### src/rtl/nibble_serializador.sv
// rtl/nibble_serializador.sv - MSB-first bit-pair serializer feeding the bit-serial magnitude comparator
module nibble_serializador #(
    parameter int WIDTH = 4
) (
    input  logic             clk,
    input  logic             reset,
    input  logic             ns_valid,
    output logic             ns_ready,
    input  logic [WIDTH-1:0] ns_a,
    input  logic [WIDTH-1:0] ns_b,
    output logic             ns_bit_a,
    output logic             ns_bit_b,
    output logic             ns_bit_valid,
    output logic             ns_first,
    output logic             ns_last,
    output logic             ns_busy
);

    localparam int CW = (WIDTH > 2) ? $clog2(WIDTH) : 1;
    localparam logic [CW-1:0] TOP_IDX = CW'(WIDTH - 1);

    localparam logic [0:0] IDLE  = 1'b0;
    localparam logic [0:0] SHIFT = 1'b1;

    logic [0:0]       state;
    logic [CW-1:0]    count;
    logic [WIDTH-1:0] sa;
    logic [WIDTH-1:0] sb;
    logic             in_shift;
    logic             at_last;
    logic             take;

    assign in_shift = (state == SHIFT);
    assign at_last  = in_shift && (count == '0);
    // Accepting on the last bit lets a new word follow with no idle bubble.
    assign ns_ready = (state == IDLE) || at_last;
    assign take     = ns_valid && ns_ready;

    always_ff @(posedge clk) begin
        if (reset) begin
            state <= IDLE;
            count <= '0;
            sa    <= '0;
            sb    <= '0;
        end else if (take) begin
            state <= SHIFT;
            count <= TOP_IDX;
            sa    <= ns_a;
            sb    <= ns_b;
        end else if (in_shift) begin
            sa <= sa << 1;
            sb <= sb << 1;
            if (count == '0) begin
                state <= IDLE;
            end else begin
                count <= count - 1'b1;
            end
        end
    end

    assign ns_bit_a     = in_shift && sa[WIDTH-1];
    assign ns_bit_b     = in_shift && sb[WIDTH-1];
    assign ns_bit_valid = in_shift;
    assign ns_busy      = in_shift;
    assign ns_first     = in_shift && (count == TOP_IDX);
    assign ns_last      = at_last;

endmodule

### config.mk
export PLATFORM = sky130hd
export DESIGN_NAME = nibble_serializador
export DESIGN_NICKNAME = d
export VERILOG_FILES = /design/src/rtl/nibble_serializador.sv
export SDC_FILE = /design/constraint.sdc
export NUM_CORES = 1
export LEC_CHECK = 0
export ABC_AREA = 0
export CAP_MARGIN = 30
export CORE_AREA = 2 2 39 41
export CTS_BUF_LIST = sky130_fd_sc_hd__clkbuf_16
export CTS_CLUSTER_DIAMETER = 30
export CTS_CLUSTER_SIZE = 24
export DETAILED_ROUTE_END_ITERATION = 10
export DIE_AREA = 0 0 41 43
export PLACE_DENSITY_LB_ADDON = 0.08
export RECOVER_POWER = 25
export SLEW_MARGIN = 20
export SYNTH_ARGS = -nofsm -noshare
export SYNTH_HDL_FRONTEND = slang
export SYNTH_SLANG_ARGS = --single-unit
### constraint.sdc
create_clock -name clk -period 3.03 [get_ports clk]
set_input_delay 0.303 -clock clk [delete_from_list [all_inputs] [get_ports clk]]
set_output_delay 0.303 -clock clk [all_outputs]
set_load 0.005 [all_outputs]
==> Word-level counts from Yosys, hierarchy flattened <==
Index checks and enable logic that the tools add are counted.
W data, S select, Z words.
{ "op_classes": {"n_mul": 0, "add_sub_neg": 1, "n_shift": 0, "n_lt_le_gt_ge": 0, "n_eq_ne": 2, "reduce_logical": 9, "n_mux": 10, "n_bitwise": 1, "div_mod_pow": 0} }
{ "op_table": {"columns": ["operator", "n"], "rows": [
  ["$mux W4", 4],
  ["$mux W2", 3],
  ["$logic_and A1 B1 Y1", 5],
  ["$mux W1", 3],
  ["$eq A2 B2 Y1 const B", 1],
  ["$logic_not A2 Y1", 1],
  ["$ne A2 B2 Y1 const B", 1],
  ["$reduce_and A2 Y1", 1],
  ["$reduce_bool A2 Y1", 1],
  ["$sub A2 B1 Y2 const B", 1],
  ["$logic_or A1 B1 Y1", 1],
  ["$not A1 Y1", 1]
]} }
{ "word_totals": {"mem_bits_rw": 0, "wordCells": 27, "output_inout_bits": 7, "latch_bits": 0, "reg_bits": 11, "rom_bits": 0, "inputBits": 11, "n_memories": 0} }

==> Depth between registers and ports, before layout <==
Gate-level depths: netlist (run 1).
{ "depth": {"ltp_word": 6, "mapped_depth": 6} }

==> Worst setup path before layout (run 1) <==
OpenSTA, ideal clock, no wires.
{ "synth_path": {"path_type": "flip-flop to flip-flop", "from": "reg count[0]", "to": "reg sa[1]", "stages_incl_launch_ff": 7, "t_arrival_ns": 1.187, "path_slack_ns": 1.709, "path_buffers": 0, "synth_period_minus_slack_ns": 1.321, "t_required_ns": 2.896, "setup_time_ns": 0.134, "path_cell_list": "dfxtp_1 -> inv_1 -> ha_1 -> and2b_4 -> inv_2 -> a211oi_1 -> nor4_1"} }
{ "synth_between": {"elab_chain_cells": 5} }
{ "synth_rtl": {"columns": ["element", "line_no", "rtl"], "rows": [
  ["from (decl)", "26", "logic [CW-1:0] count;"],
  ["from (signal assigned)", "56", "count <= count - 1'b1;"],
  ["$logic_not A2 Y1 *", "34", "assign at_last = in_shift && (count == '0);"],
  ["$logic_and A1 B1 Y1 *", "34", null],
  ["$logic_or A1 B1 Y1 *", "36", "assign ns_ready = (state == IDLE) || at_last;"],
  ["via ns_ready", "8", "output logic ns_ready,"],
  ["$logic_and A1 B1 Y1 *", "37", "assign take = ns_valid && ns_ready;"],
  ["$mux W4 / $reduce_bool A2 Y1 (equally long branches)", null, null],
  ["to (signal assigned)", "48", "sa <= ns_a;"],
  ["to (signal assigned)", "51", "sa <= sa << 1;"],
  ["to (decl)", "27", "logic [WIDTH-1:0] sa;"]
]} }
Mark *: on every way through the listed nets, which the timed path passes. The rest lies on a longest branch.
A chain may end at the register's enable or synchronous reset.

==> Worst setup path after layout (run 1) <==
{ "layout_path": {"from": "reg count[0]", "to": "out ns_ready"} }
{ "layout_between": {"elab_chain_cells": 3} }
{ "layout_rtl": {"columns": ["element", "line_no"], "rows": [
  ["$logic_not A2 Y1", "34"],
  ["$logic_and A1 B1 Y1", "34"],
  ["$logic_or A1 B1 Y1", "36"],
  ["to (decl)", "8"]
]} }
Every way passes these cells.

==> results of run 1 <==
## metrics by stage
| stage | setup slack, ns | cells | hold WS, ns | power [mW] |
|---|---|---|---|---|
| finish | 0.702 | 94 | 0.491 | 0.474 |
| global route | 0.578 | 94 | 0.517 | 0.496 |
| CTS | 0.958 | 94 | 0.489 | 0.481 |
| detailed placement | 1.15 | 90 | 0.485 | 0.239 |
| global placement | 1.16 | 90 | 0.472 | 0.240 |
| floorplan | 1.71 | 63 | 0.381 | 0.212 |
## cells by family after synthesis
family	count (synthesis)	share of synthesized area, %
simple gates	31	32.4
buf+inv	9	8.67
fa+ha+maj	2	4.57
flops	11	40.2
compound gates	10	14.2
## worst paths after layout
| kind | start | end | slack [ns] | cells after the start |
|---|---|---|---|---|
| setup / recovery | count[0] | ns_ready | 0.70 | 5 |
| hold / removal | sa[3] | sa[3] | 0.49 | 2 |
| setup reg to reg | count[0] | sb[3] | 1.24 | 6 |
| hold reg to reg | sa[3] | sa[3] | 0.49 | 2 |
## worst reg2reg max path: cells and delay by family, from the launching register on
family | cells | cell delay, ns
buf+inv | 2 | 0.30
compound gates | 1 | 0.28
flops | 1 | 0.37
simple gates | 2 | 0.50
fa+ha+maj | 1 | 0.20
## per-layer routing
metal,up-vias,wire (um),part of all wire (%),global-route usage (%)
li1,255,-,-,-
met1,215,551,50,21.3
met2,13,473,43,18.8
met3,2,63,5.7,4.71
met4,0,18,1.6,12.0
met5,-,0,0,0
## layout by cell type (no fill, tap or decap)
master           instances
a211oi_1                 8
nor2_1                  10
a32oi_1                  2
or2_1                    1
ha_1                     2
and2_1                   4
dfxtp_1                 11
inv_1                    4
nor3b_1                  6
and2b_1                  1
nor2_2                   1
clkbuf_16                3
clkdlybuf4s50_1         17
nor3_1                   2
nor4_1                   6
## power by group
group | internal, mW | switching [mW] | total [mW]
logic | 0.0384 | 0.0302 | 0.0687
registers | 0.158 | 0.00877 | 0.167
clock network | 0.173 | 0.0648 | 0.238
## registers in the layout, indices dropped and copies added, names as in the netlist
register / count
sa: 4
sb: 4
count: 2
ns_bit_valid: 1
## cell type report
| type | count | area, um^2 | area share (%) |
|---|---|---|---|
| clock inverters | 1 | 3.75 | 0.482 |
| repair buffers | 17 | 170 | 21.9 |
| well taps | 16 | 20.0 | 2.57 |
| flip-flops and latches | 11 | 220 | 28.3 |
| inverters | 3 | 11.3 | 1.45 |
| multi-input cells | 43 | 278 | 35.7 |
| clock buffers | 3 | 75.1 | 9.65 |
==> impl_metrics.yaml, run 1 <==
yosys:
  ys_ff_latch: 11
  ys.warnings.count: 0
  synth.distinct_cells: 19
  synth_most_common_cell: "dfxtp_1"
  synth_ff_type: "dfxtp_1"
  syn_avg_cell_area_um2: 8.70
  synth_edf_count: 0
  seq_area_frac_synth_pct: 40.2
  synth-async-reset-ratio_pct: 0
  netlist_area_um2: 548
  netlist_instances: 63
  synth_area_leaders: "dfxtp_1 40%, a211oi_1 11%, nor3b_1 8.2%"
  synth_fp_nets: 76
  yosysTopAreaCellShare_pct: 40.2
  synth_commonest_cells: "11 x dfxtp_1, 10 x nor2_1, 8 x a211oi_1"
  synth_top_cell_by_area: "dfxtp_1"
power_and_ir_drop:
  ir_worst_vdd_mv: 0.321
  power_density_nw_per_um2: 609
  leakage_nw: 0.297
setup_path:
  arrival_ns: 2.03
  cp-start-kind: "flop"
  cp_top_family: "buffers and inverters"
  critical_path_class: "flop to output pin"
  crit_path_max_incr_delay_ns: 0.49
  cp_cell_sequence: "inv_1, ha_1, and2b_1, inv_1, clkdlybuf4s50_1"
  worstSetupEndpointType: "output pin"
  path_max_fanout: 12
  required_ns: 2.73
  cpMaxStageDelayCell: "clkdlybuf4s50_1"
  cp_num_buf_inv: 3
  crit_top_cell: "inv_1"
clocking:
  cts.reportedPaths.clkPinSlew_ns: 0.04
  cts-root-buf: "clkbuf_16"
  cts_hold_buf: 0
  clockBufferDepth: 2
  clock_latency_ns: 0.24
  clock_sinks: 11
  cts-resized-gates: 0
  cts_tree: "yes"
  postCtsSetupBuffers: 0
  cts_buffers: 3
  htree_levels: 1
route:
  num_vias: 485
  ant_nets: 0
  wl_per_cell_um: 11.8
  drt-total-wl_mm: 1.11
  routed_via_density: 5.16
  firstDrtPassIters: 4
  drtIter0Drc: 13
  drcViolationCount: 0
final_layout:
  nFillCells: 131
  finalInstanceArea_um2: 778
  post-route-util_pct: 56.2
  fin_nets: 92
  diodes: 0
  area.growth.synth_to_final_pct: 42.0
  drive_above_1_share_pct: 5.13
global_routing:
  antenna_found_initial: 0
  grt_pass1_wl_mm: 1.77
  grt_overflow_total: 0
  grt_max_degree: 20
  grt_pass1_vias: 402
  grt_usage_pct: 15.4
die:
  die_y_um: 43
  start_util_pct: 39.6
  rows: 14
  ios: 18
  dieWidth_um: 41
  design.die.area_um2: 1760
  fp.coreArea_um2: 1380
sta:
  worst_pin_slew_ns: 0.584
  min_period_over_period_pct: 76.8
  timing.fmax_ghz: 0.430
  max-slew-margin-rel_pct: 60.9
  setup_viol: 0
  finalMaxSlewViolations: 0
  setup_tns_ns: 0
  rsz0062_at_grt: "no"
  finalHoldViolations: 0
  layout_min_cycle_time_ns: 2.33
  finalClockSkew_ns: 0.00132
placed_design:
  io_buffers: 17
  hpwl_um: 745
  gp_congestion: 0.706
  dpl_cell_area_um2: 702
run:
  cap_violations: 0
outcome:
  status: "finished, final reports clean"
hold_path:
  hp-class: "flop to flop"
(Power assumes the default switching activity.)
==> run 2, diff against run 1 <==
--- a/config.mk
+++ b/config.mk
@@ -7,12 +7,12 @@
 export LEC_CHECK = 0
 export ABC_AREA = 0
 export CAP_MARGIN = 30
-export CORE_AREA = 2 2 39 41
+export CORE_MARGIN = 2
+export CORE_UTILIZATION = 38
 export CTS_BUF_LIST = sky130_fd_sc_hd__clkbuf_16
 export CTS_CLUSTER_DIAMETER = 30
 export CTS_CLUSTER_SIZE = 24
 export DETAILED_ROUTE_END_ITERATION = 10
-export DIE_AREA = 0 0 41 43
 export PLACE_DENSITY_LB_ADDON = 0.08
 export RECOVER_POWER = 25
 export SLEW_MARGIN = 20
==> constraint.sdc (replaced) <==
create_clock -name clk -period 2.1 [get_ports clk]
set_input_delay 0.21 -clock clk [delete_from_list [all_inputs] [get_ports clk]]
set_output_delay 0.21 -clock clk [all_outputs]
set_load 0.005 [all_outputs]
==> run 2 against run 1 <==
Compared with the run above: clock skew about the same; cell area up 1.1%; hold slack worse by 0.0040 ns; register-to-register slack worse by 0.66 ns; total power up 44%; global-route usage down 0.48 points; clock-buffer cell count unchanged; routed wire length up 2.0%; combinational power up 50%; first-iteration DRC count down 7.7%; largest cell class unchanged.
==> impl_metrics.yaml, run 2 (same netlist as run 1, synthesis figures left out) <==
die:
  start_util_pct: 41.6
  design.die.area_um2: 1760
  rows: 13
  ios: 18
  dieWidth_um: 42.0
  die_y_um: 42.0
  fp.coreArea_um2: 1320
final_layout:
  multiInputGateArea_um2: 280
  fin_nets: 93
  register_area_um2: 220
  final_cells: 94
  nFillCells: 114
  diodes: 0
  area.growth.synth_to_final_pct: 43.6
  drive_above_1_share_pct: 8.86
  largestRegisters: "sa (4), sb (4), count (2)"
  layout_common_cells: "16 x clkdlybuf4s50_1, 11 x dfxtp_1, 10 x nor2_1"
  post-route-util_pct: 59.7
  final_common_cell: "clkdlybuf4s50_1"
  finalInstanceArea_um2: 787
outcome:
  status: "finished, final reports clean"
setup_path:
  required_ns: 1.89
  arrival_ns: 1.74
  cp_top_family: "buffers and inverters"
  critical_path_class: "flop to output pin"
  cp_cell_sequence: "inv_1, ha_1, and2b_4, inv_2, clkdlybuf4s50_1"
  path_max_fanout: 12
  cp-start-kind: "flop"
  cpMaxStageDelayCell: "clkdlybuf4s50_1"
  worstSetupEndpointType: "output pin"
  cp_num_buf_inv: 3
  crit_path_max_incr_delay_ns: 0.45
clocking:
  clock_latency_ns: 0.24
  cts_tree: "yes"
  postCtsSetupBuffers: 0
  cts.reportedPaths.clkPinSlew_ns: 0.04
  cts-root-buf: "clkbuf_16"
  cts-resized-gates: 0
  htree_levels: 1
  clock_sinks: 11
  cts_buffers: 3
  cts_hold_buf: 0
  clockBufferDepth: 2
global_routing:
  antenna_found_initial: 0
  grt_pass1_vias: 459
  grt_pass1_wl_mm: 1.90
  grt_overflow_total: 0
  grt_max_degree: 13
  grt_usage_pct: 14.9
route:
  drtIter0Drc: 12
  ant_nets: 0
  routed_via_density: 5.30
  firstDrtPassIters: 4
  drt-total-wl_mm: 1.13
  drcViolationCount: 0
  num_vias: 498
  wl_per_cell_um: 12.0
power_and_ir_drop:
  leakage_nw: 0.302
  power_density_nw_per_um2: 868
  ir_worst_vdd_mv: 0.818
  power_mw: 0.683
placed_design:
  io_buffers: 17
  hpwl_um: 772
  gp_congestion: 0.712
  dp.cells: 90
  place_ws_ns: 0.395
  dpl_cell_area_um2: 708
sta:
  worst_pin_slew_ns: 0.390
  setup_viol: 0
  finalClockSkew_ns: 0.00172
  min_period_over_period_pct: 93.0
  timing.hold.ws_ns: 0.486
  finalHoldViolations: 0
  finalMaxSlewViolations: 0
  setup_tns_ns: 0
  layout_min_cycle_time_ns: 1.95
  layout_setup_ws_ns: 0.147
  max-slew-margin-rel_pct: 73.9
  timing.fmax_ghz: 0.512
  rsz0062_at_grt: "no"
run:
  cap_violations: 0
hold_path:
  hp-class: "flop to flop"
[run 2: where the power goes]
part	total, mW	internal (mW)	leakage, nW	switching [mW]
combinational	0.103	0.0579	0.169	0.0447
sequential	0.240	0.228	0.0913	0.0122
clock	0.340	0.250	0.0423	0.0903
total	0.683	0.536	0.302	0.147
[run 2: final cells by class]
| class | count | area share (%) |
|---|---|---|
| clock buffer | 3 | 9.54 |
| clock inverter | 1 | 0.477 |
| inverter | 3 | 1.43 |
| multi-input combinational | 43 | 35.6 |
| sequential | 11 | 28.0 |
| tap | 15 | 2.38 |
| timing repair buffer | 18 | 22.6 |
[run 2: worst register-to-register path, stage by stage, from the launching register on]
cell,delay [ns]
dfxtp_1,0.36
inv_1,0.06
ha_1,0.19
and2b_4,0.33
inv_2,0.11
a211oi_1,0.26
nor4_1,0.08
[run 2: final timing paths]
path,from,end,slack (ns),cells past startpoint
worst min-delay path,sb[3],sb[3],0.49,2
worst max-delay path,count[0],ns_ready,0.15,5
worst min register to register,sb[3],sb[3],0.49,2
worst max register to register,count[0],sb[2],0.58,6
[run 2: metal layers]
layer	GRT usage, %	routed length, um	vias to the layer above
met5	0	0	-
met1	16.6	515	221
met3	6.47	61	4
li1	-	-	258
met2	22.8	515	15
met4	9.68	34	0
==> run 3, diff against run 2 <==
--- a/config.mk
+++ b/config.mk
@@ -7,7 +7,6 @@
 export LEC_CHECK = 0
 export ABC_AREA = 0
 export CAP_MARGIN = 30
-export CORE_MARGIN = 2
 export CORE_UTILIZATION = 38
 export CTS_BUF_LIST = sky130_fd_sc_hd__clkbuf_16
 export CTS_CLUSTER_DIAMETER = 30
==> run 3 against run 2 <==
Compared with the run above: via count up 2.0%; critical path depth unchanged; largest cell class unchanged; highest routed layer unchanged; cell count unchanged; clock power about the same; setup slack worse by 0.025 ns.
==> impl_metrics.yaml, run 3 (same netlist as run 1, synthesis figures left out) <==
power_and_ir_drop:
  power_density_nw_per_um2: 872
  ir_worst_vdd_mv: 0.680
  leakage_nw: 0.302
  power_mw: 0.686
setup_path:
  cp_cell_sequence: "inv_1, ha_1, and2b_4, inv_2, clkdlybuf4s50_1"
  required_ns: 1.89
  r2r-end: "sb[2]"
  rrSetupSlack_ns: 0.55
  arrival_ns: 1.77
  worstSetupEndpointType: "output pin"
  path_max_fanout: 12
  reg2reg_depth: 6
  cp-start-kind: "flop"
  cp_num_buf_inv: 3
  cp_top_family: "buffers and inverters"
  reg2reg_from: "count[0]"
  crit_path_max_incr_delay_ns: 0.45
  cpMaxStageDelayCell: "clkdlybuf4s50_1"
  critical_path_class: "flop to output pin"
  crit_cells: 5
route:
  wl_per_cell_um: 11.9
  routed_via_density: 5.40
  ant_nets: 0
  drcViolationCount: 0
  num_vias: 508
  drt-total-wl_mm: 1.12
  drtIter0Drc: 6
  firstDrtPassIters: 2
outcome:
  status: "finished, final reports clean"
die:
  fp.coreArea_um2: 1320
  start_util_pct: 41.6
  rows: 13
  ios: 18
  die_y_um: 40.0
  dieWidth_um: 40.0
  design.die.area_um2: 1600
global_routing:
  antenna_found_initial: 0
  grt_overflow_total: 0
  grt_usage_pct: 18.4
  grt_max_degree: 13
  grt_pass1_wl_mm: 1.89
  grt_pass1_vias: 440
sta:
  finalMaxSlewViolations: 0
  timing.fmax_ghz: 0.506
  finalHoldViolations: 0
  rsz0062_at_grt: "no"
  max-slew-margin-rel_pct: 72.6
  min_period_over_period_pct: 94.2
  layout_min_cycle_time_ns: 1.98
  setup_tns_ns: 0
  worst_pin_slew_ns: 0.409
  setup_viol: 0
  finalClockSkew_ns: 0.000703
hold_path:
  holdPathEnd: "sa[0]"
  hold_path.startpoint: "sa[0]"
  hold_depth: 2
  hp-class: "flop to flop"
clocking:
  clock_latency_ns: 0.24
  cts_buffers: 3
  htree_levels: 1
  cts_tree: "yes"
  clockBufferDepth: 2
  cts-resized-gates: 0
  postCtsSetupBuffers: 0
  cts-root-buf: "clkbuf_16"
  clock_sinks: 11
  cts.reportedPaths.clkPinSlew_ns: 0.04
  cts_hold_buf: 0
final_layout:
  fin_nets: 93
  final_common_cell: "clkdlybuf4s50_1"
  largestRegisters: "sa (4), sb (4), count (2)"
  layout_common_cells: "16 x clkdlybuf4s50_1, 11 x dfxtp_1, 10 x nor2_1"
  area.growth.synth_to_final_pct: 43.6
  nFillCells: 125
  final_cells: 94
  finalInstanceArea_um2: 787
  diodes: 0
  drive_above_1_share_pct: 8.86
placed_design:
  io_buffers: 17
  gp_congestion: 0.704
  dp.cells: 90
  dpl_cell_area_um2: 708
run:
  cap_violations: 0
run 3: routing by layer:
metal / vias up / part of all wire, % / global-route usage, %
li1: 257 / - / -
met1: 235 / 49 / 22.7
met2: 12 / 44 / 27.4
met3: 4 / 3.6 / 6.67
met4: 0 / 3.3 / 10.3
met5: - / 0 / 0
run 3: area by class of cell:
cell class                      count  area, um^2  area share, %
Inverter                            3        11.3           1.43
Multi-Input combinational cell     43         280           35.6
Clock inverter                      1        3.75          0.477
Sequential cell                    11         220           28.0
Clock buffer                        3        75.1           9.54
Tap cell                           15        18.8           2.38
Timing Repair Buffer               18         178           22.6
run 3: worst register-to-register path, delay by kind of cell, from the launching register on:
family | cells | cell delay (ns)
simple gates | 2 | 0.41
fa+ha+maj | 1 | 0.19
compound gates | 1 | 0.26
flops | 1 | 0.38
buf+inv | 2 | 0.17
run 3: report_power, final:
group          internal (mW)  total [mW]  leakage, nW  switching, mW
Clock                  0.250       0.342       0.0423         0.0926
Sequential             0.228       0.241       0.0913         0.0129
Combinational         0.0578       0.103        0.169         0.0448
run 3: stage by stage:
stage	hold slack [ns]	setup slack (ns)	utilization, %
finish	0.491	0.122	59.7
global route	0.518	0.0359	59.7
CTS	0.491	0.121	59.7
detailed placement	0.485	0.376	53.8
global placement	0.472	0.420	53.8
floorplan	0.288	0.779	-
run 3: worst max-delay path by stage:
| stage | slack, ns | startpoint | endpoint |
|---|---|---|---|
| finish | 0.12 | count[0] | ns_ready |
| global route | 0.04 | count[0] | ns_ready |
| CTS | 0.12 | count[0] | ns_ready |
| detailed placement | 0.38 | count[0] | ns_ready |
| global placement | 0.42 | count[0] | ns_ready |
| floorplan | 0.78 | count[0] | sa[1] |
